[src/rtl/fetch_pkg.sv]
// fetch_pkg: shared types and default sizing for the fetch stage.
//   fetch_state_t - sequencer state encoding (IDLE, RUN, DONE)
//   PC_W          - program-counter width (imem depth 2^PC_W)
//   LUT_AW        - branch-target LUT address width
//   CNT_W         - retired-instruction counter width
package fetch_pkg;

  typedef enum logic [1:0] {
    IDLE = 2'd0,
    RUN  = 2'd1,
    DONE = 2'd2
  } fetch_state_t;

  localparam int PC_W   = 10;
  localparam int LUT_AW = 4;
  localparam int CNT_W  = 16;

endpackage

[src/rtl/branch_lut.sv]
// branch_lut: programmable branch-target table.
//   clk, reset - clock and synchronous active-high reset (clears all entries)
//   we, waddr, wdata - synchronous write port
//   raddr, rdata     - asynchronous read port
// A read of an entry being written in the same cycle returns the old value;
// the new value appears after the clock edge.
module branch_lut #(
  parameter int AW = 4,
  parameter int DW = 10
) (
  input  logic          clk,
  input  logic          reset,
  input  logic          we,
  input  logic [AW-1:0] waddr,
  input  logic [DW-1:0] wdata,
  input  logic [AW-1:0] raddr,
  output logic [DW-1:0] rdata
);

  localparam int DEPTH = 2 ** AW;

  logic [DW-1:0] mem_q [DEPTH];

  always_ff @(posedge clk) begin
    if (reset) begin
      for (int i = 0; i < DEPTH; i++) begin
        mem_q[i] <= '0;
      end
    end else if (we) begin
      mem_q[waddr] <= wdata;
    end
  end

  assign rdata = mem_q[raddr];

endmodule

[src/rtl/fetch_ctrl.sv]
// fetch_ctrl: program counter and fetch sequencer.
//   clk, reset      - clock, synchronous active-high reset
//   start, start_addr - begin execution at start_addr (accepted in IDLE/DONE)
//   jen, brc_j, br_en - ALU jump flag, branch compare (0 = holds), branch decode
//   halt, tgt_idx   - halt decode, branch-target LUT index
//   lut_we, lut_waddr, lut_wdata - LUT programming port
//   prog_ctr        - registered PC to instruction memory
//   running, done   - in RUN / in DONE
//   retired         - saturating count of RUN cycles since last start
//
// state | meaning
// IDLE  | after reset, waiting for start
// RUN   | fetching; PC advances or redirects every cycle
// DONE  | halt seen; PC parked on halt instruction, waiting for start
module fetch_ctrl #(
  parameter int PC_W   = fetch_pkg::PC_W,
  parameter int LUT_AW = fetch_pkg::LUT_AW,
  parameter int CNT_W  = fetch_pkg::CNT_W
) (
  input  logic              clk,
  input  logic              reset,
  input  logic              start,
  input  logic [PC_W-1:0]   start_addr,
  input  logic              jen,
  input  logic              brc_j,
  input  logic              br_en,
  input  logic              halt,
  input  logic [LUT_AW-1:0] tgt_idx,
  input  logic              lut_we,
  input  logic [LUT_AW-1:0] lut_waddr,
  input  logic [PC_W-1:0]   lut_wdata,
  output logic [PC_W-1:0]   prog_ctr,
  output logic              running,
  output logic              done,
  output logic [CNT_W-1:0]  retired
);

  import fetch_pkg::*;

  fetch_state_t     state_q, state_d;
  logic [PC_W-1:0]  pc_q, pc_d;
  logic [CNT_W-1:0] cnt_q, cnt_d;
  logic [PC_W-1:0]  lut_tgt;
  logic             taken;

  branch_lut #(
    .AW (LUT_AW),
    .DW (PC_W)
  ) u_lut (
    .clk   (clk),
    .reset (reset),
    .we    (lut_we),
    .waddr (lut_waddr),
    .wdata (lut_wdata),
    .raddr (tgt_idx),
    .rdata (lut_tgt)
  );

  // brc_j is active-low: 0 means the branch condition holds
  assign taken = jen | (br_en & ~brc_j);

  always_ff @(posedge clk) begin
    if (reset) begin
      state_q <= IDLE;
      pc_q    <= '0;
      cnt_q   <= '0;
    end else begin
      state_q <= state_d;
      pc_q    <= pc_d;
      cnt_q   <= cnt_d;
    end
  end

  always_comb begin
    state_d = state_q;
    pc_d    = pc_q;
    cnt_d   = cnt_q;
    unique case (state_q)
      IDLE, DONE: begin
        if (start) begin
          state_d = RUN;
          pc_d    = start_addr;
          cnt_d   = '0;
        end
      end
      RUN: begin
        // the halt cycle retires too
        if (cnt_q != '1) begin
          cnt_d = cnt_q + CNT_W'(1);
        end
        // halt wins over redirect and parks the PC on the halt instruction
        if (halt) begin
          state_d = DONE;
        end else if (taken) begin
          pc_d = lut_tgt;
        end else begin
          pc_d = pc_q + PC_W'(1);
        end
      end
      default: begin
        state_d = IDLE;
      end
    endcase
  end

  assign prog_ctr = pc_q;
  assign running  = (state_q == RUN);
  assign done     = (state_q == DONE);
  assign retired  = cnt_q;

endmodule

[config.mk]
export PLATFORM = sky130hd
export DESIGN_NAME = fetch_ctrl
export DESIGN_NICKNAME = d
export VERILOG_FILES = /design/src/rtl/fetch_pkg.sv /design/src/rtl/branch_lut.sv /design/src/rtl/fetch_ctrl.sv
export SDC_FILE = /design/constraint.sdc
export NUM_CORES = 1
export LEC_CHECK = 0
export ABC_AREA = 1
export BUFFER_PORTS_ARGS = -buffer_cell sky130_fd_sc_hd__buf_2
export CAP_MARGIN = 25
export CORE_MARGIN = 2
export CORE_UTILIZATION = 61
export DETAILED_ROUTE_END_ITERATION = 7
export MAX_ROUTING_LAYER = met4
export PLACE_DENSITY = 0.87
export SLEW_MARGIN = 20
export SYNTH_ARGS = -nofsm -noshare
export SYNTH_HDL_FRONTEND = slang
export SYNTH_SLANG_ARGS = --single-unit
export TNS_END_PERCENT = 100
[constraint.sdc]
create_clock -name clk -period 1.94 [get_ports clk]
set_input_delay 0.194 -clock clk [delete_from_list [all_inputs] [get_ports clk]]
set_output_delay 0.194 -clock clk [all_outputs]
set_load 0.03 [all_outputs]
# Yosys cells after proc, flatten, opt, wreduce, memory -nomap -nowiden
# Memory sizes are Yosys's and may differ from the RTL's.
# Index checks and enable logic that the tools add are counted.
[op_classes] addsub=2 n_mul=0 n_div=0 n_lt_le_gt_ge=0 n_eq_ne=7 n_shift=0 mux=18 n_bitwise=3 reduce_logical=7
[ops] operator="10-bit two-way mux" n=4
[ops] operator="16-bit two-way mux" n=2
[ops] operator="16-bit one-hot mux with 2 select lines" n=1
[ops] operator="10-bit one-hot mux with 2 select lines" n=1
[ops] operator="16-bit by 1-bit adder with 16-bit output (second input constant)" n=1
[ops] operator="16-bit inequality test (second input constant)" n=1
[ops] operator="10-bit by 1-bit adder with 10-bit output (second input constant)" n=1
[ops] operator="10-bit OR reduction" n=1
[ops] operator="1-bit two-way mux" n=6
[ops] operator="2-bit inequality test (second input constant)" n=3
[ops] operator="3-bit AND reduction" n=2
[ops] operator="2-bit two-way mux" n=2
[ops] operator="4-bit two-way mux" n=1
[ops] operator="2-bit one-hot mux with 2 select lines" n=1
[ops] operator="2-bit by 1-bit equality test with 1-bit output (second input constant)" n=1
[ops] operator="2-bit equality test (second input constant)" n=1
[ops] operator="2-bit zero test" n=1
[ops] operator="2-bit by 1-bit inequality test with 1-bit output (second input constant)" n=1
[ops] operator="2-bit AND reduction" n=1
[ops] operator="2-bit nonzero test" n=1
[ops] operator="2-bit OR reduction" n=1
[ops] operator="1-bit bitwise AND" n=1
[ops] operator="1-bit inverter" n=1
[ops] operator="1-bit bitwise OR" n=1
[word_totals] regBits=28 latch_bits=0 ramBits=160 mem_bits_ro=0 in_bits=36 output_inout_bits=28 word_cells=41 memories=1
[memory_table] name="u_lut.mem_q" depth=16 width=10 rd=1 rd_clocked_by_memory_dff=0 wr=16 line="branch_lut.sv:22" text="logic [DW-1:0] mem_q [DEPTH];"

# Depth between registers and ports, before layout
# Gate-level depths: netlist (run 1).
[depth] word_depth=6 depth_mapped=13 ltp_nobuf=13

# By module
# From an unflattened synthesis (run 1), not the netlist that was laid out.
[hier_totals] cells_unflattened=1162 area_unflattened_um2=9625.5
[by_module_without_submodules] mod="branch_lut" n_inst=1 cells_each=889 area_per_inst_um2=7833.8 seq_area_each_um2=4804.6
[by_module_without_submodules] mod="fetch_ctrl" n_inst=1 cells_each=273 area_per_inst_um2=1791.7 seq_area_each_um2=560.5

# Least setup slack after synthesis (run 1)
# Ideal clock, no wire load.
[synth_timing] path_type="flip-flop to flip-flop" start="register cnt_q[0], in the netlist retired[0]" end="register cnt_q[3], in the netlist retired[3]" setup_time_ns=0.113 arrival_ns=1.631 required_ns=1.827 slack_ns=0.196 path_stages_with_launch=14 path_buffers=1 period_less_slack_ns=1.744 path_cell_list="dfxtp_1 > ha_1 > nand2_1 > inv_1 > nand2_1 > nor2_2 > inv_1 > nor2_4 > nor2_4 > buf_6 > nand2_2 > nand2_1 > nand2_1 > nor2_1"
[synth_via] elab_chain_cells=3 word_cells_on_any_way=6 classes_between="1 x add/sub; 2 x eq/ne; 2 x mux; 1 x reduce/logical"
[synth_rtl] element="from (decl)" line="fetch_ctrl.sv:42" text="logic [CNT_W-1:0] cnt_q, cnt_d;"
[synth_rtl] element="from (signal assigned)" line="fetch_ctrl.sv:70" text="cnt_q <= cnt_d;"
[synth_rtl] element="16-bit by 1-bit adder with 16-bit output / 16-bit inequality test (equally long branches)" line="fetch_ctrl.sv:89, fetch_ctrl.sv:88"
[synth_rtl] element="16-bit two-way mux / 2-bit by 1-bit inequality test with 1-bit output (equally long branches)"
[synth_rtl] element="16-bit one-hot mux with 2 select lines / 3-bit AND reduction (equally long branches)"
# Several ways; a longest one is shown, not always the timed one. The select of a mux whose other input is x is not followed.
# A chain may end at the register's enable or synchronous reset.

# Final worst setup path (run 1)
[layout_timing] start="register cnt_q[0], in the netlist retired[0]" end="register cnt_q[6], in the netlist retired[6]"
# The elaborated chain is that of the path after synthesis.

==> metrics.txt, run 1 <==
status=completed; synthesized flop and latch total=188; post-synth top area share=52.1%; syn_nets=1113; PwrDens=852 nW/um^2; vias in the first global route=7094; first-pass GRT wire length=36700 microns; Final Hold Viols=0; Syn Inst Count=approximately 1100; initial antenna violation count=1; Post-DRT Antenna Nets=0; IO Port Bufs=63; total gr overflow=0; worst-skew pair later-pin latency=around 0.44 ns; Synth area leader=edfxtp_1; routed vias/inst=5.77; Ports=64; worst slack at placement=0.0611 ns; final setup vio count=0; Primary FF master, synth=edfxtp_1; number of enable flip-flop cells after synthesis=160; Worst Path Arrival=~2.0 ns; Initial Util=62.9%; Worst Skew=0.0102 ns; routed length per instance=17.5 microns; post-route clock period utilization=88.4%; largest net degree at the start of global routing=85; CTS Root Cell=clkbuf_16; DRC=0; CTS Hold Buffers Added=0; clk slew on worst S/H paths=approximately 0.070 ns; fin. max-slew vios=0; Max-cap violations=0; Die Y-Extent=127 microns; core box area=about 15000 sq um; Setup Buffers After CTS=0; CP Launch Type=flop; Initial DRC Count=953; crit path kind=flop to flop; Final HPWL DP=14800 microns; Max clock buf depth=2; maximum fanout along the worst path=9; Area Overhead vs Synth=11.5%; GR Util All Layers=30.7%; Syn Area/Cell=8.57 sq um; maximum resistive drop on vdd=between 0.0006 and 0.0007 V; Die Width=127 microns; top post-synthesis cells by area=edfxtp_1 52%, nor2_1 11%, nand2_1 7.9%; Post-Synthesis Cell Area=9220 sq um; hold_ws=0.0610 ns; CTS sink count=about 190; relative slew slack=about 50%; YS warnings=0; RSZ-0062 raised after global routing=no; Site Rows=44; fin crit period=1.71 ns; fin worst setup slack=0.226 ns; leakage=4.31 nW; Post-synth top cells=277 x nor2_1, 193 x nand2_1, 160 x edfxtp_1; setup TNS=0 ns; nets=roughly 1200; async set-or-reset flop fraction in the synthesized netlist=0%; Fmax=583 MHz; drt total wl=23100 microns; share of the yosys chip area belonging to registers=58.2%; GPL Wtd Cong=between 0.9 and 1; Hold Crit Class=primary input to flop; worst path required time=approximately 2.3 ns; via count=7627; Detailed Routing Iterations Pass 1=6; layout cells sized above 1=12.7%; Die Area=roughly 16000 sq um; most common cell in the netlist=nor2_1; Worst Tran Pin Value=roughly 0.74 ns; CTS-repair resized insts=0; H-tree depth=4; Fillers=1090; Yosys cell types=31; CP Capture Type=flop; CTS tree=built; cts bufs inserted=17
[per-stage QoR]
step | std cells | total power, mW | utilization [%] | cell area [sq um]
floorplan | 1075 | 5.35 | - | 9220
global placement | 1291 | 5.65 | 66.6 | 9750
detailed placement | 1291 | 5.68 | 66.6 | 9750
CTS | 1321 | 8.73 | 70.1 | 10300
global route | 1322 | 9.03 | 70.2 | 10300
finish | 1322 | 8.76 | 70.2 | 10300
[state kept, by name (all words and copies together), names as in the netlist]
signal and flops:
u_lut.mem_q 160, retired 16, prog_ctr 10, state_q 2
[path summary, 6_finish.rpt]
path	start	endpoint	slack [ns]	cells past startpoint
max	retired[0]	retired[6]	0.23	12
min	start_addr[6]	prog_ctr[6]	0.06	3
max reg2reg	retired[0]	retired[6]	0.23	12
min reg2reg	retired[0]	retired[0]	0.49	1
[critical path: stages (launching register included)]
cell and delay [ns]:
dfxtp_2 0.35, ha_2 0.21, nand2_1 0.09, inv_1 0.06, nand2_1 0.07, nor2_2 0.04, inv_1 0.09, nor2_4 0.05
nor2_4 0.19, buf_4 0.20, nand2_1 0.07, o21ai_0 0.15, a21oi_1 0.05
[kinds of logic after synthesis]
kind of cell / count (synthesis) / share of synthesized area [%]
compound gates: 112 / 6.50
xor+xnor: 7 / 0.665
fa+ha+maj: 2 / 0.271
buf+inv: 172 / 7.79
flops: 188 / 58.2
simple gates: 594 / 26.6
[placed cells by master (no fill, tap or decap)]
master      netlist  routed
o21ai_0          61      61
inv_2             4       3
clkbuf_1         26       2
buf_4             8      31
xnor2_1           2       2
inv_4             0       1
clkbuf_16         0      17
nor3_1            1       1
nand2_2           2       2
a21oi_1          39      39
o21ai_4           1       1
a21oi_2           1       1
dfxtp_2           0       2
and3_1            1       1
ha_1              2       1
diode_2           0       1
a31oi_1           1       1
nand2_1         193     193
bufinv_16         0       1
buf_2            27      63
xor2_1            5       5
nor3_2            4       4
clkinv_1          1       7
nand4_1          10      10
buf_12            0       4
or2_2             3       3
clkinv_2          0       1
edfxtp_1        160     160
nand3_1          97      97
ha_2              0       1
nor2_4            3       3
clkinvlp_2        0       1
o211ai_1          9       9
inv_1           101     101
dfxtp_1          28      26
nor2_1          277     277
nor2_2            3       3
clkinv_4          0       2
[where the power goes]
part           leakage, nW  switching (mW)  internal (mW)
Clock                0.248            1.41           1.72
Combinational         2.31           0.675          0.264
Sequential            1.75          0.0900           4.60
[routing by layer]
layer	routed length, microns	global-route usage [%]	share of wire, %	up-vias
li1	-	-	-	3591
met1	8760	39.3	38	3458
met2	11000	48.6	48	508
met3	2580	5.90	11	70
met4	769	12.5	3.3	0
met5	0	-	0	-
[final cells by class]
class / instances / area [sq um] / share of cell area [%]
Multi-Input combinational cell: 715 / 3140 / 30.5
Clock buffer: 19 / 433 / 4.21
Antenna cell: 1 / 2.50 / 0.0243
Timing Repair Buffer: 98 / 628 / 6.11
Tap cell: 184 / 230 / 2.24
Clock inverter: 11 / 80.1 / 0.779
Inverter: 106 / 400 / 3.90
Sequential cell: 188 / 5370 / 52.2
No activity file was read; power rests on OpenSTA's default activity.
==> inputs of run 2 (changes only) <==
CELL_PAD_IN_SITES_DETAIL_PLACEMENT = 1   (was not set)
CELL_PAD_IN_SITES_GLOBAL_PLACEMENT = 2   (was not set)
CORE_UTILIZATION = 37   (was 61)
PLACE_DENSITY = 0.86   (was 0.87)
SETUP_SLACK_MARGIN = 0.05   (was not set)
==> metrics.txt, run 2 (synthesis results as in run 1) <==
status=completed; Largest register FFs=160 (unchanged); via count=7670 (+0.56%); post-route clock period utilization=91.5% (+3.1 points); final core utilization=44.1% (-26 points); largest net degree at the start of global routing=48 (-44%); Site Rows=57 (+30%); GR Util All Layers=23.4% (-7.2 points); CP Capture Type=flop; final setup vio count=0 (unchanged); hold_ws=0.0441 ns (-0.0169 ns); Hold Crit Class=primary input to flop; Max clock buf depth=2 (unchanged); core box area=24400 sq um (+67%); routed vias/inst=5.14 (-11%); Worst Path Arrival=2.12 ns (+0.08 ns); CTS Root Cell=clkbuf_16; Ports=64 (unchanged); Area Overhead vs Synth=16.7%; crit-path cells=ha_2 > nand2_1 > inv_1 > nand2_1 > nor2_2 > inv_1 > nor2_4 > nor2_4 > nand2_1 > nor2_1 > nand2_1 > nand2_1 > nor2_1; Initial DRC Count=582 (-39%); total gr overflow=0 (unchanged); Fmax=564 MHz (-3.4%); fin crit period=1.77 ns (+0.0604 ns); CP top delay family=simple AND/OR/NAND/NOR gates; fin area=10800 sq um (+4.6%); CP Launch Type=flop; Buf+Inv Stages, Crit Path=2 (-1); Reg-to-Reg Start=retired[0]; DRC=0 (unchanged); Post-DRT Antenna Nets=0 (unchanged); commonest non-fill, non-tap cell in the layout=nor2_1; GPL Wtd Cong=0.839 (-12%); RSZ-0062 raised after global routing=yes; CTS sink count=188 (unchanged); initial antenna violation count=0 (-1); antenna cells=0 (-1); worst-skew pair later-pin latency=0.45 ns (about the same); Max-cap violations=0 (unchanged); Reg with most FFs=u_lut.mem_q; Die Y-Extent=162 microns (+28%); crit-path most repeated cell=nand2_1; Worst Tran Pin Value=0.516 ns (-0.227 ns); leakage=4.49 nW (+4.3%); Worst Skew=0.0104 ns (+0.000250 ns); Hold Crit Start=halt; worst path required time=2.29 ns (+0.02 ns); vias in the first global route=7734 (+9.0%); Power Total=9.32 mW (+6.4%); maximum resistive drop on vdd=0.000495 V (-21%); relative slew slack=65.5% (+15 points); DP Area=10100 sq um (+3.8%); PwrDens=867 nW/um^2 (+1.7%); Final HPWL DP=19200 microns (+29%); Worst path slowest cell=dfxtp_1; maximum fanout along the worst path=12 (+3); CTS tree=built; crit path kind=flop to flop; Detailed Routing Iterations Pass 1=5 (-1); CTS Hold Buffers Added=0 (unchanged); drt total wl=29000 microns (+25%); Die Area=26200 sq um (+63%); clk slew on worst S/H paths=0.07 ns (about the same); nets=1193 (+2.5%); routed length per instance=19.5 microns (+11%); layout cells sized above 1=15.4% (+2.7 points); Final Hold Viols=0 (unchanged); first-pass GRT wire length=45200 microns (+23%); H-tree depth=4 (unchanged); cts bufs inserted=17 (unchanged); IO Port Bufs=63 (unchanged); fin. max-slew vios=0 (unchanged); Fillers=2964 (+170%); Initial Util=37.8% (-25 points); most frequent cells in the layout=277 x nor2_1, 193 x nand2_1, 160 x edfxtp_1; Critical Path Max Stage Delay=0.32 ns (-0.03 ns); Die Width=162 microns (+28%); CP startpoint=retired[0]; setup TNS=0 ns (unchanged)
[run 2: cell types whose count changed in the layout (fill, tap and decap cells not counted)]
| cell | delta |
|---|---|
| clkinv_1 | -5 |
| bufinv_16 | +1 |
| inv_6 | +4 |
| buf_4 | +28 |
| clkbuf_8 | +1 |
| clkinvlp_2 | -1 |
| clkinvlp_4 | +1 |
| diode_2 | -1 |
| clkinv_4 | +1 |
| buf_12 | +1 |
[run 2: area by class of cell]
class	instances	area, sq um	area share [%]
clock inverter	12	138	1.28
inverter	106	400	3.72
sequential	188	5370	49.9
clock buffer	20	447	4.15
timing repair buffer	127	858	7.98
tap	324	405	3.77
multi-input combinational	715	3140	29.2
[run 2: final timing paths]
check	to	slack, ns	cells after the start
setup reg to reg	retired[12]	0.17	13
hold / removal	state_q[1]	0.04	3
hold reg to reg	prog_ctr[9]	0.52	2
setup / recovery	retired[12]	0.17	13
[run 2: tightest hold or removal path: cells and delay by family]
kind	cells	cell delay, ns
AO/OA/AOI/OAI	1	0.05
buffers and inverters	1	0.13
AND/OR/NAND/NOR	1	0.07
[run 2: per-stage QoR]
stage,instances,worst slack [ns]
after CTS,1487,0.0938
after detailed placement,1455,0.118
final,1492,0.165
after floorplan,1075,0.196
after global placement,1455,0.151
after global routing,1492,-0.0107
[run 2: routing by layer]
| layer | vias to the layer above | global-route usage [%] | wire (microns) |
|---|---|---|---|
| li1 | 3650 | - | - |
| met1 | 3794 | 31.3 | 13200 |
| met5 | - | - | 0 |
| met2 | 193 | 37.7 | 14000 |
| met3 | 33 | 2.94 | 1340 |
| met4 | 0 | 6.72 | 494 |
[run 2: power breakdown]
group	total (mW)	leakage [nW]	switching, mW	internal [mW]
Sequential	4.68	1.75	0.0905	4.59
Clock	3.60	0.283	1.65	1.95
Combinational	1.04	2.45	0.731	0.305
Total	9.32	4.49	2.47	6.85
[run 2: repair_timing]
item / CTS / global route
resized for setup: 0 / 4
setup endpoints to repair: 0 / 4
setup buffers: 0 / 5
==> inputs of run 3 (changes only) <==
==> constraint.sdc (replaced) <==
create_clock -name clk -period 2 [get_ports clk]
set_input_delay 0.2 -clock clk [delete_from_list [all_inputs] [get_ports clk]]
set_output_delay 0.2 -clock clk [all_outputs]
set_load 0.01 [all_outputs]
==> metrics.txt, run 3 (synthesis results as in run 1) <==
Area Overhead vs Synth=15.2%; Fillers=2946 (-0.61%); Critical Path Max Stage Delay=0.37 ns (+0.05 ns); Reg-to-Reg Start=retired[1]; Die Area=26200 sq um (unchanged); routed length per instance=19.0 microns (-2.4%); maximum fanout along the worst path=9 (-3); drt total wl=28100 microns (-3.1%); leakage=4.41 nW (-1.8%); antenna cells=0 (unchanged); Max-cap violations=0 (unchanged); CTS Root Cell=clkbuf_16; Final HPWL DP=19000 microns (-0.83%); Initial DRC Count=500 (-14%); Hold Crit Start=start_addr[6]; PwrDens=823 nW/um^2 (-5.1%); Largest register FFs=160 (unchanged); routed vias/inst=5.14 (about the same); CP startpoint=retired[1]; Worst Path Arrival=2.12 ns (about the same); status=completed; fin area=10600 sq um (-1.2%); Fmax=569 MHz (+0.98%); RSZ-0062 raised after global routing=no; DRC=0 (unchanged); GPL Wtd Cong=0.821 (-2.1%); fin. max-slew vios=0 (unchanged); setup TNS=0 ns (unchanged); nets=1182 (-0.92%); first-pass GRT wire length=43800 microns (-3.1%); CTS tree=built; most frequent cells in the layout=277 x nor2_1, 193 x nand2_1, 160 x edfxtp_1; initial antenna violation count=0 (unchanged); Final Hold Viols=0 (unchanged); IO Port Bufs=63 (unchanged); vias in the first global route=7672 (-0.80%); worst path required time=2.36 ns (+0.07 ns); post-route clock period utilization=87.9% (-3.6 points); Die Y-Extent=162 microns (unchanged); commonest non-fill, non-tap cell in the layout=nor2_1; CTS sink count=188 (unchanged); Ports=64 (unchanged); final setup vio count=0 (unchanged); Detailed Routing Iterations Pass 1=5 (unchanged); clk slew on worst S/H paths=0.07 ns (about the same); Die Width=162 microns (unchanged); Initial Util=37.8% (unchanged); crit-path most repeated cell=nand2_1; worst-skew pair later-pin latency=0.44 ns (about the same); crit path kind=flop to flop; layout cells sized above 1=14.4% (-0.98 points); total gr overflow=0 (unchanged); Worst Skew=0.00820 ns (-0.00221 ns); fin crit period=1.76 ns (-0.0172 ns); CP Capture Type=flop; worst slack at placement=0.0409 ns (-0.0767 ns); Power Total=8.74 mW (-6.2%); crit-path cells=ha_2 > nand2_1 > inv_1 > nand2_1 > nor2_2 > inv_1 > nor2_4 > nor2_4 > buf_4 > inv_4 > nand2_1 > a21oi_1; via count=7615 (-0.72%); CTS Hold Buffers Added=0 (unchanged); DP Area=10000 sq um (-0.94%); Max clock buf depth=2 (unchanged); Post-DRT Antenna Nets=0 (unchanged); maximum resistive drop on vdd=0.000701 V (+42%); GR Util All Layers=22.8% (-0.62 points); cts bufs inserted=17 (unchanged); Hold Crit Class=primary input to flop; Buf+Inv Stages, Crit Path=4 (+2); largest net degree at the start of global routing=54 (+13%); core box area=24400 sq um (unchanged); Reg with most FFs=u_lut.mem_q; CP Launch Type=flop; Worst path slowest cell=dfxtp_2; H-tree depth=4 (unchanged); relative slew slack=64.3% (-1.2 points); Worst Tran Pin Value=0.533 ns (+0.0171 ns); Site Rows=57 (unchanged); CP top delay family=simple AND/OR/NAND/NOR gates; fin worst setup slack=0.243 ns (+0.0772 ns)
run 3: area by class of cell:
class / count / area (sq um) / share of cell area [%]
Sequential cell: 188 / 5370 / 50.5
Clock inverter: 15 / 123 / 1.15
Inverter: 106 / 400 / 3.77
Clock buffer: 17 / 425 / 4.01
Multi-Input combinational cell: 715 / 3140 / 29.5
Tap cell: 324 / 405 / 3.82
Timing Repair Buffer: 116 / 763 / 7.19
run 3: worst min-delay path, cell delays in order:
cell     delay, ns
buf_2         0.07
a21oi_1       0.05
a21oi_1       0.13
run 3: timing repair:
action	CTS	global route
resized for setup	0	3
setup endpoints to repair	0	7
buffers inserted	0	5
run 3: final timing paths:
kind / to / slack, ns / cells after the start
max reg2reg: retired[14] / 0.24 / 12
max: retired[14] / 0.24 / 12
min reg2reg: retired[1] / 0.49 / 2
min: prog_ctr[6] / 0.05 / 3
run 3: metal layers:
layer  global-route usage (%)  part of all wire (%)  vias up
met4                     7.00                   1.9        0
met1                     31.5                    46     3772
met2                     35.3                    48      180
met5                        -                     0        -
li1                         -                     -     3630
met3                     2.96                   4.6       33
run 3: power breakdown:
group | total (mW) | internal, mW | switching, mW
registers | 4.54 | 4.46 | 0.0873
clock network | 3.25 | 1.71 | 1.54
logic | 0.943 | 0.281 | 0.663
total | 8.74 | 6.45 | 2.29
run 3: metrics by stage:
step / hold WS, ns / utilization, % / instances
after global placement: 0.487 / 41.1 / 1444
after floorplan: 0.345 / - / 1075
final: 0.0460 / 43.5 / 1481
after global routing: 0.0439 / 43.5 / 1481
after CTS: 0.0402 / 43.4 / 1476
after detailed placement: 0.499 / 41.1 / 1444
